**src/rtl/io_input_deglitch.sv**
```systemverilog
// Pad-input conditioner: synchronises PAD_I to UserCLK, filters out short glitches,
// and produces a clean level, one-cycle rise/fall strobes and a wrapping rising-edge count.
module io_input_deglitch #(
   parameter int SYNC_STAGES = 2,
   parameter int FILTER_W    = 4,
   parameter int CNT_W       = 8
) (
   input  logic                UserCLK,
   input  logic                resetn,
   input  logic                PAD_I,
   input  logic [FILTER_W:0]   ConfigBits,
   input  logic                CntClr,
   output logic                O,
   output logic                Rise,
   output logic                Fall,
   output logic [CNT_W-1:0]    EdgeCnt
);

   logic [SYNC_STAGES-1:0] sync_q;
   logic [FILTER_W-1:0]    cnt;
   logic [FILTER_W-1:0]    threshold;
   logic [FILTER_W-1:0]    neff;
   logic [FILTER_W:0]      cnt_inc;
   logic                   s;
   logic                   filter_en;
   logic                   commit;
   logic                   rise_commit;
   logic                   fall_commit;

   assign s         = sync_q[SYNC_STAGES-1];
   assign filter_en = ConfigBits[0];
   assign threshold = ConfigBits[FILTER_W:1];

   // A zero threshold and a disabled filter both collapse to the single-cycle case.
   always_comb begin
      neff = threshold;
      if (!filter_en || (threshold == '0)) begin
         neff = FILTER_W'(1);
      end
   end

   // One extra bit so cnt+1 cannot wrap before the compare against neff.
   assign cnt_inc     = {1'b0, cnt} + (FILTER_W+1)'(1);
   assign commit      = (s != O) && (cnt_inc >= {1'b0, neff});
   assign rise_commit = commit && s;
   assign fall_commit = commit && !s;

   // NOTE: sequential state uses non-blocking assignments so every flop samples
   // pre-edge values; blocking here would let the sync chain collapse in one cycle.
   always_ff @(posedge UserCLK) begin
      if (!resetn) begin
         sync_q  <= '0;
         cnt     <= '0;
         O       <= 1'b0;
         Rise    <= 1'b0;
         Fall    <= 1'b0;
         EdgeCnt <= '0;
      end else begin
         sync_q <= {sync_q[SYNC_STAGES-2:0], PAD_I};
         Rise   <= rise_commit;
         Fall   <= fall_commit;

         if (s == O) begin
            cnt <= '0;
         end else if (commit) begin
            O   <= s;
            cnt <= '0;
         end else begin
            cnt <= cnt_inc[FILTER_W-1:0];
         end

         // A rise committing on the clearing edge is counted after the clear.
         if (CntClr) begin
            EdgeCnt <= rise_commit ? CNT_W'(1) : '0;
         end else if (rise_commit) begin
            EdgeCnt <= EdgeCnt + CNT_W'(1);
         end
      end
   end

endmodule
```
**config.mk**
```make
export PLATFORM = sky130hd
export DESIGN_NAME = io_input_deglitch
export DESIGN_NICKNAME = d
export VERILOG_FILES = /design/src/rtl/io_input_deglitch.sv
export SDC_FILE = /design/constraint.sdc
export NUM_CORES = 1
export LEC_CHECK = 0
export BUFFER_PORTS_ARGS = -buffer_cell sky130_fd_sc_hd__buf_2
export CORE_MARGIN = 2
export CORE_UTILIZATION = 30
export CTS_CLUSTER_DIAMETER = 30
export CTS_CLUSTER_SIZE = 24
export DETAILED_ROUTE_END_ITERATION = 6
export SYNTH_ARGS = -nofsm -noshare
export SYNTH_HDL_FRONTEND = slang
export SYNTH_SLANG_ARGS = --single-unit
```
**constraint.sdc**
```tcl
create_clock -name UserCLK -period 2.2 [get_ports UserCLK]
set_input_delay 0.44 -clock UserCLK [delete_from_list [all_inputs] [get_ports UserCLK]]
set_output_delay 0.44 -clock UserCLK [all_outputs]
set_load 0.01 [all_outputs]
```
* After elaboration in Yosys (flattened, before gate mapping)
Cells that the tools add are included.
** Word-level totals
- Flip-flop bits (word level) :: 17
- Output and inout bits :: 11
- Logic and storage cells :: 27
** Operators by class
- $add $sub $neg :: 2
- Magnitude comparators :: 1
- Equality and inequality tests :: 2
- Mux-type cells :: 4
- Bitwise operators :: 2
- Reduce and logical (&&, ||, !) cells :: 10
** Operators with widths (number)
- two-way mux 8 bit :: 2
- adder 8 x 1 -> 8 bit (second input constant) :: 1
- adder 4 x 1 -> 5 bit (second input constant) :: 1
- >= comparator 5 x 4 -> 1 bit :: 1
- logical NOT 4 bit :: 1
- two-way mux 4 bit :: 1
- logical AND 1 bit :: 3
- OR reduction 3 bit :: 1
- logical NOT 1 bit :: 2
- inverter 1 bit :: 2
- AND reduction 2 bit :: 1
- nonzero test 2 bit :: 1
- == test 1 bit :: 1
- logical OR 1 bit :: 1
- two-way mux 1 bit :: 1
- inequality test 1 bit :: 1

* Logic depth before layout (Yosys ltp)
- Depth after elaboration :: 8
- Gate-level depth with buffers :: 9
- Depth with buffers taken out :: 8

* Least setup slack after synthesis
No wires, ideal clock.
- Path type :: input -> register
- Start :: input ConfigBits[2]
- End :: register cnt[2]
- Library setup time :: 0.066 ns
- Data arrival time :: 2.022 ns
- Required time :: 2.134 ns
- Path slack :: 0.112 ns
- Cell stages on the path :: 7
- Buffers on the path :: 0
- Cells stage by stage :: o311ai_0 ha_1 nand2b_1 a211oi_1 o21ai_1 or3_1 nor2b_1
** Between the ends
- Longest elaborated chain between the ends :: 6
** RTL lines
- start, declared :: RTL line 11 : input logic [FILTER_W:0] ConfigBits,
- logical NOT 4 bit :: RTL line 37 : if (!filter_en || (threshold == '0)) begin
- logical OR 1 bit :: RTL line 37
- two-way mux 4 bit * :: RTL line 37
- >= comparator 5 x 4 -> 1 bit * :: RTL line 44 : assign commit = (s != O) && (cnt_inc >= {1'b0, neff});
- logical AND 1 bit * :: RTL line 44
- OR reduction 3 bit (no source line) *
- end signal, assigned :: RTL line 69 : cnt <= cnt_inc[FILTER_W-1:0];
- end, declared :: RTL line 20 : logic [FILTER_W-1:0] cnt;
Mark *: on every way between the ends. The rest lies on a longest branch, timed or not.
A chain may end at the register's enable or synchronous reset.

* Final worst setup path
- Start :: register cnt[0]
- End :: register EdgeCnt[4]
** Between the ends
- Longest elaborated chain between the ends :: 5
** RTL lines
- adder 4 x 1 -> 5 bit :: RTL line 43 : assign cnt_inc = {1'b0, cnt} + (FILTER_W+1)'(1);
- named net cnt_inc[2] :: RTL line 23 : logic [FILTER_W:0] cnt_inc;
- >= comparator 5 x 4 -> 1 bit :: RTL line 44
- logical AND 1 bit :: RTL line 44
- logical AND 1 bit :: RTL line 45 : assign rise_commit = commit && s;
- nonzero test 2 bit (no source line)
- end signal, assigned :: RTL line 74 : EdgeCnt <= rise_commit ? CNT_W'(1) : '0;
- end signal, assigned :: RTL line 76 : EdgeCnt <= EdgeCnt + CNT_W'(1);
- end, declared :: RTL line 16 : output logic [CNT_W-1:0] EdgeCnt
The timed path passes the listed nets, and every way through them passes these cells.

==> impl_metrics.tcl <==
set metrics [dict create \
    status "completed" \
    synthTopCellsByArea "dfxtp_1, ha_1, or3_1" \
    synthTopCellsByCount "dfxtp_1, a21oi_1, nand2_1, o21ai_0, or3_1" \
    yosysWarningCount 0 \
    clockBufferDepth 2 \
    power_density_nw_per_um2 523 \
    clk_latency_ns 0.29 \
    final_core_util 0.399 \
    cpLargestDelayFamily "adder cells" \
    required_ns 2.43 \
    dieArea_um2 3160 \
    path_clk_slew_ns 0.10 \
    syn_avg_cell_area_um2 8.99 \
    holdWs_ns 0.353 \
    placement.io_buffers 19 \
    ys_ff_latch 17 \
    period_share 0.942 \
    finalWorstSetupSlack_ns 0.128 \
    dp_hpwl_mm 1.32 \
    crit_fanout 14 \
    regArea_um2 342 \
    htreeDepth 1 \
    diodes 0 \
    synth_edf_count 0 \
    dp_slack_ns -0.125 \
    grt_util_all_layers 0.115 \
    grt_pass1_wl_mm 2.90 \
    cap_violations 0 \
    via_per_inst 4.87 \
    async_reset_ff_frac 0 \
    final.setup_skew_ns 0.00415 \
    finalSetupTns_ns 0 \
    drive_above_1_share 0.302 \
    slowest_stage "or3_1" \
    syn-cell-area_um2 818 \
    yosysMostFrequentCell "dfxtp_1" \
    yosys_most_used_dff "dfxtp_1" \
    rows 18 \
    clock.fmax_mhz 483 \
    reg2reg_slack_ns 0.13 \
    syn_inst 91 \
    grt.overflow.total 0 \
    routedWlPerCell_um 11.3 \
    stdcell_count 146 \
    die_y_um 56.2 \
    slew_headroom 0.781 \
    place_area_um2 962 \
    setup_viol 0 \
    worst_pin_slew_ns 0.324 \
    finalPower_mw 0.527 \
    core_area_um2 2520 \
    drc 0 \
    post-route-min-period_ns 2.07 \
    yosysTopAreaCellShare 0.416 \
    power_leakage_nw 0.423 \
    slew_violations 0 \
    design_area_um2 1010 \
    syn2layout_area_growth_pct 23.1 \
    die_w_um 56.2 \
    seq_area_frac_synth 0.416 \
    synth_nets 106 \
    cpPeakStageDelay_ns 0.37 \
    grt_start_max_net_pins 15 \
    fill_cells 278 \
    cts.sinks 17 \
    multi_input_area_um2 469 \
    nets 132 \
    vias 711 \
    synth_area_leader_cell "dfxtp_1" \
    antenna_found_initial 0 \
    drtAntennaViolNets 0 \
    gp_congestion 0.696 \
    cp-end-kind "register" \
    worstPathCellList "ha_2 > xor2_2 > ha_1 > o21ai_1 > nor2_2 > a21oi_2 > buf_4 > or3_1 > a21oi_2" \
    placed_cells 142 \
    rsz0062_at_grt "true" \
    cts_tree "done" \
    ys_types 28 \
    firstDrtPassIters 4 \
    cts_hold_buf 0 \
    post-cts-setup-buffers 0 \
    start_kind "register" \
    path_class "register to register" \
    ctsRootBufferMaster "clkbuf_4" \
    crit_top_cell "a21oi_2" \
    min_path_type "input port to register" \
    ioPinCount 20 \
    path_buf_inv 1 \
    grt_pass1_vias 707 \
    cts_inserted_buffers 3 \
    start_util 0.324 \
    drt_iter0_drc 17 \
    vdd_ir_drop_max_mv 0.285 \
    cp.arrival_ns 2.30 \
    hold_violations 0 \
    routed_wl_mm 1.65 \
]
## repair_timing
item	4_1_cts	5_1_grt
pin swaps	1	1
endpoints found under the setup margin	2	7
gates resized for setup	2	4
## logic make-up after synthesis
logic type / after synthesis / synth area share
mux: 1 / 0.0122
compound gates: 21 / 0.151
xor+xnor: 4 / 0.0428
fa+ha+maj: 6 / 0.0917
flops: 17 / 0.416
buf+inv: 5 / 0.0321
simple gates: 37 / 0.254
## cell usage in the layout (no fill, tap or decap)
cell,netlist,layout
a211o_1,1,1
a211oi_1,1,1
a21o_2,1,1
a21oi_1,7,5
a21oi_2,1,3
a31oi_1,1,1
and2_1,4,4
and3_1,1,1
and4b_2,1,1
buf_2,0,19
buf_4,0,3
clkbuf_1,0,1
clkbuf_4,0,3
dfxtp_1,17,16
dfxtp_2,0,1
ha_1,6,5
ha_2,0,1
inv_1,4,4
mux2i_1,1,1
nand2_1,7,7
nand2b_1,2,2
nand2b_4,1,1
nand3_1,3,3
nand4_1,1,1
nor2_1,6,6
nor2_2,1,1
nor2b_1,3,3
o21ai_0,7,6
o21ai_1,1,2
o311ai_0,1,1
or3_1,7,7
xnor2_1,3,3
xor2_2,0,1
## layer usage
layer / wire (um) / global-route usage / vias up / share of wire
li1: - / - / 367 / -
met1: 686 / 0.118 / 330 / 0.42
met2: 850 / 0.212 / 12 / 0.52
met3: 103 / 0.0558 / 2 / 0.062
met4: 8 / 0.0204 / 0 / 0.0049
met5: 0 / 0 / - / 0
## registers in the layout, summed over array words and instances, names as in the netlist
| signal | flops |
|---|---|
| Fall | 1 |
| O | 1 |
| cnt | 4 |
| sync_q | 2 |
| Rise | 1 |
| EdgeCnt | 8 |
## final cells by class
type                    count  area share
clock buffers               4      0.0261
flip-flops and latches     17       0.339
repair buffers             22       0.117
multi-input cells          69       0.466
inverters                   4      0.0149
well taps                  30      0.0373
## worst paths after layout
kind	startpoint	end	cells past startpoint
max	cnt[0]	EdgeCnt[4]	9
min	PAD_I	sync_q[0]	2
max reg2reg	cnt[0]	EdgeCnt[4]	9
min reg2reg	sync_q[0]	sync_q[1]	1
## power breakdown
group	internal [mW]	total [mW]	switching (mW)
sequential	0.312	0.315	0.00331
combinational	0.0238	0.0466	0.0228
clock	0.0705	0.166	0.0952
Note: power is estimated with default switching activity, not from simulation.
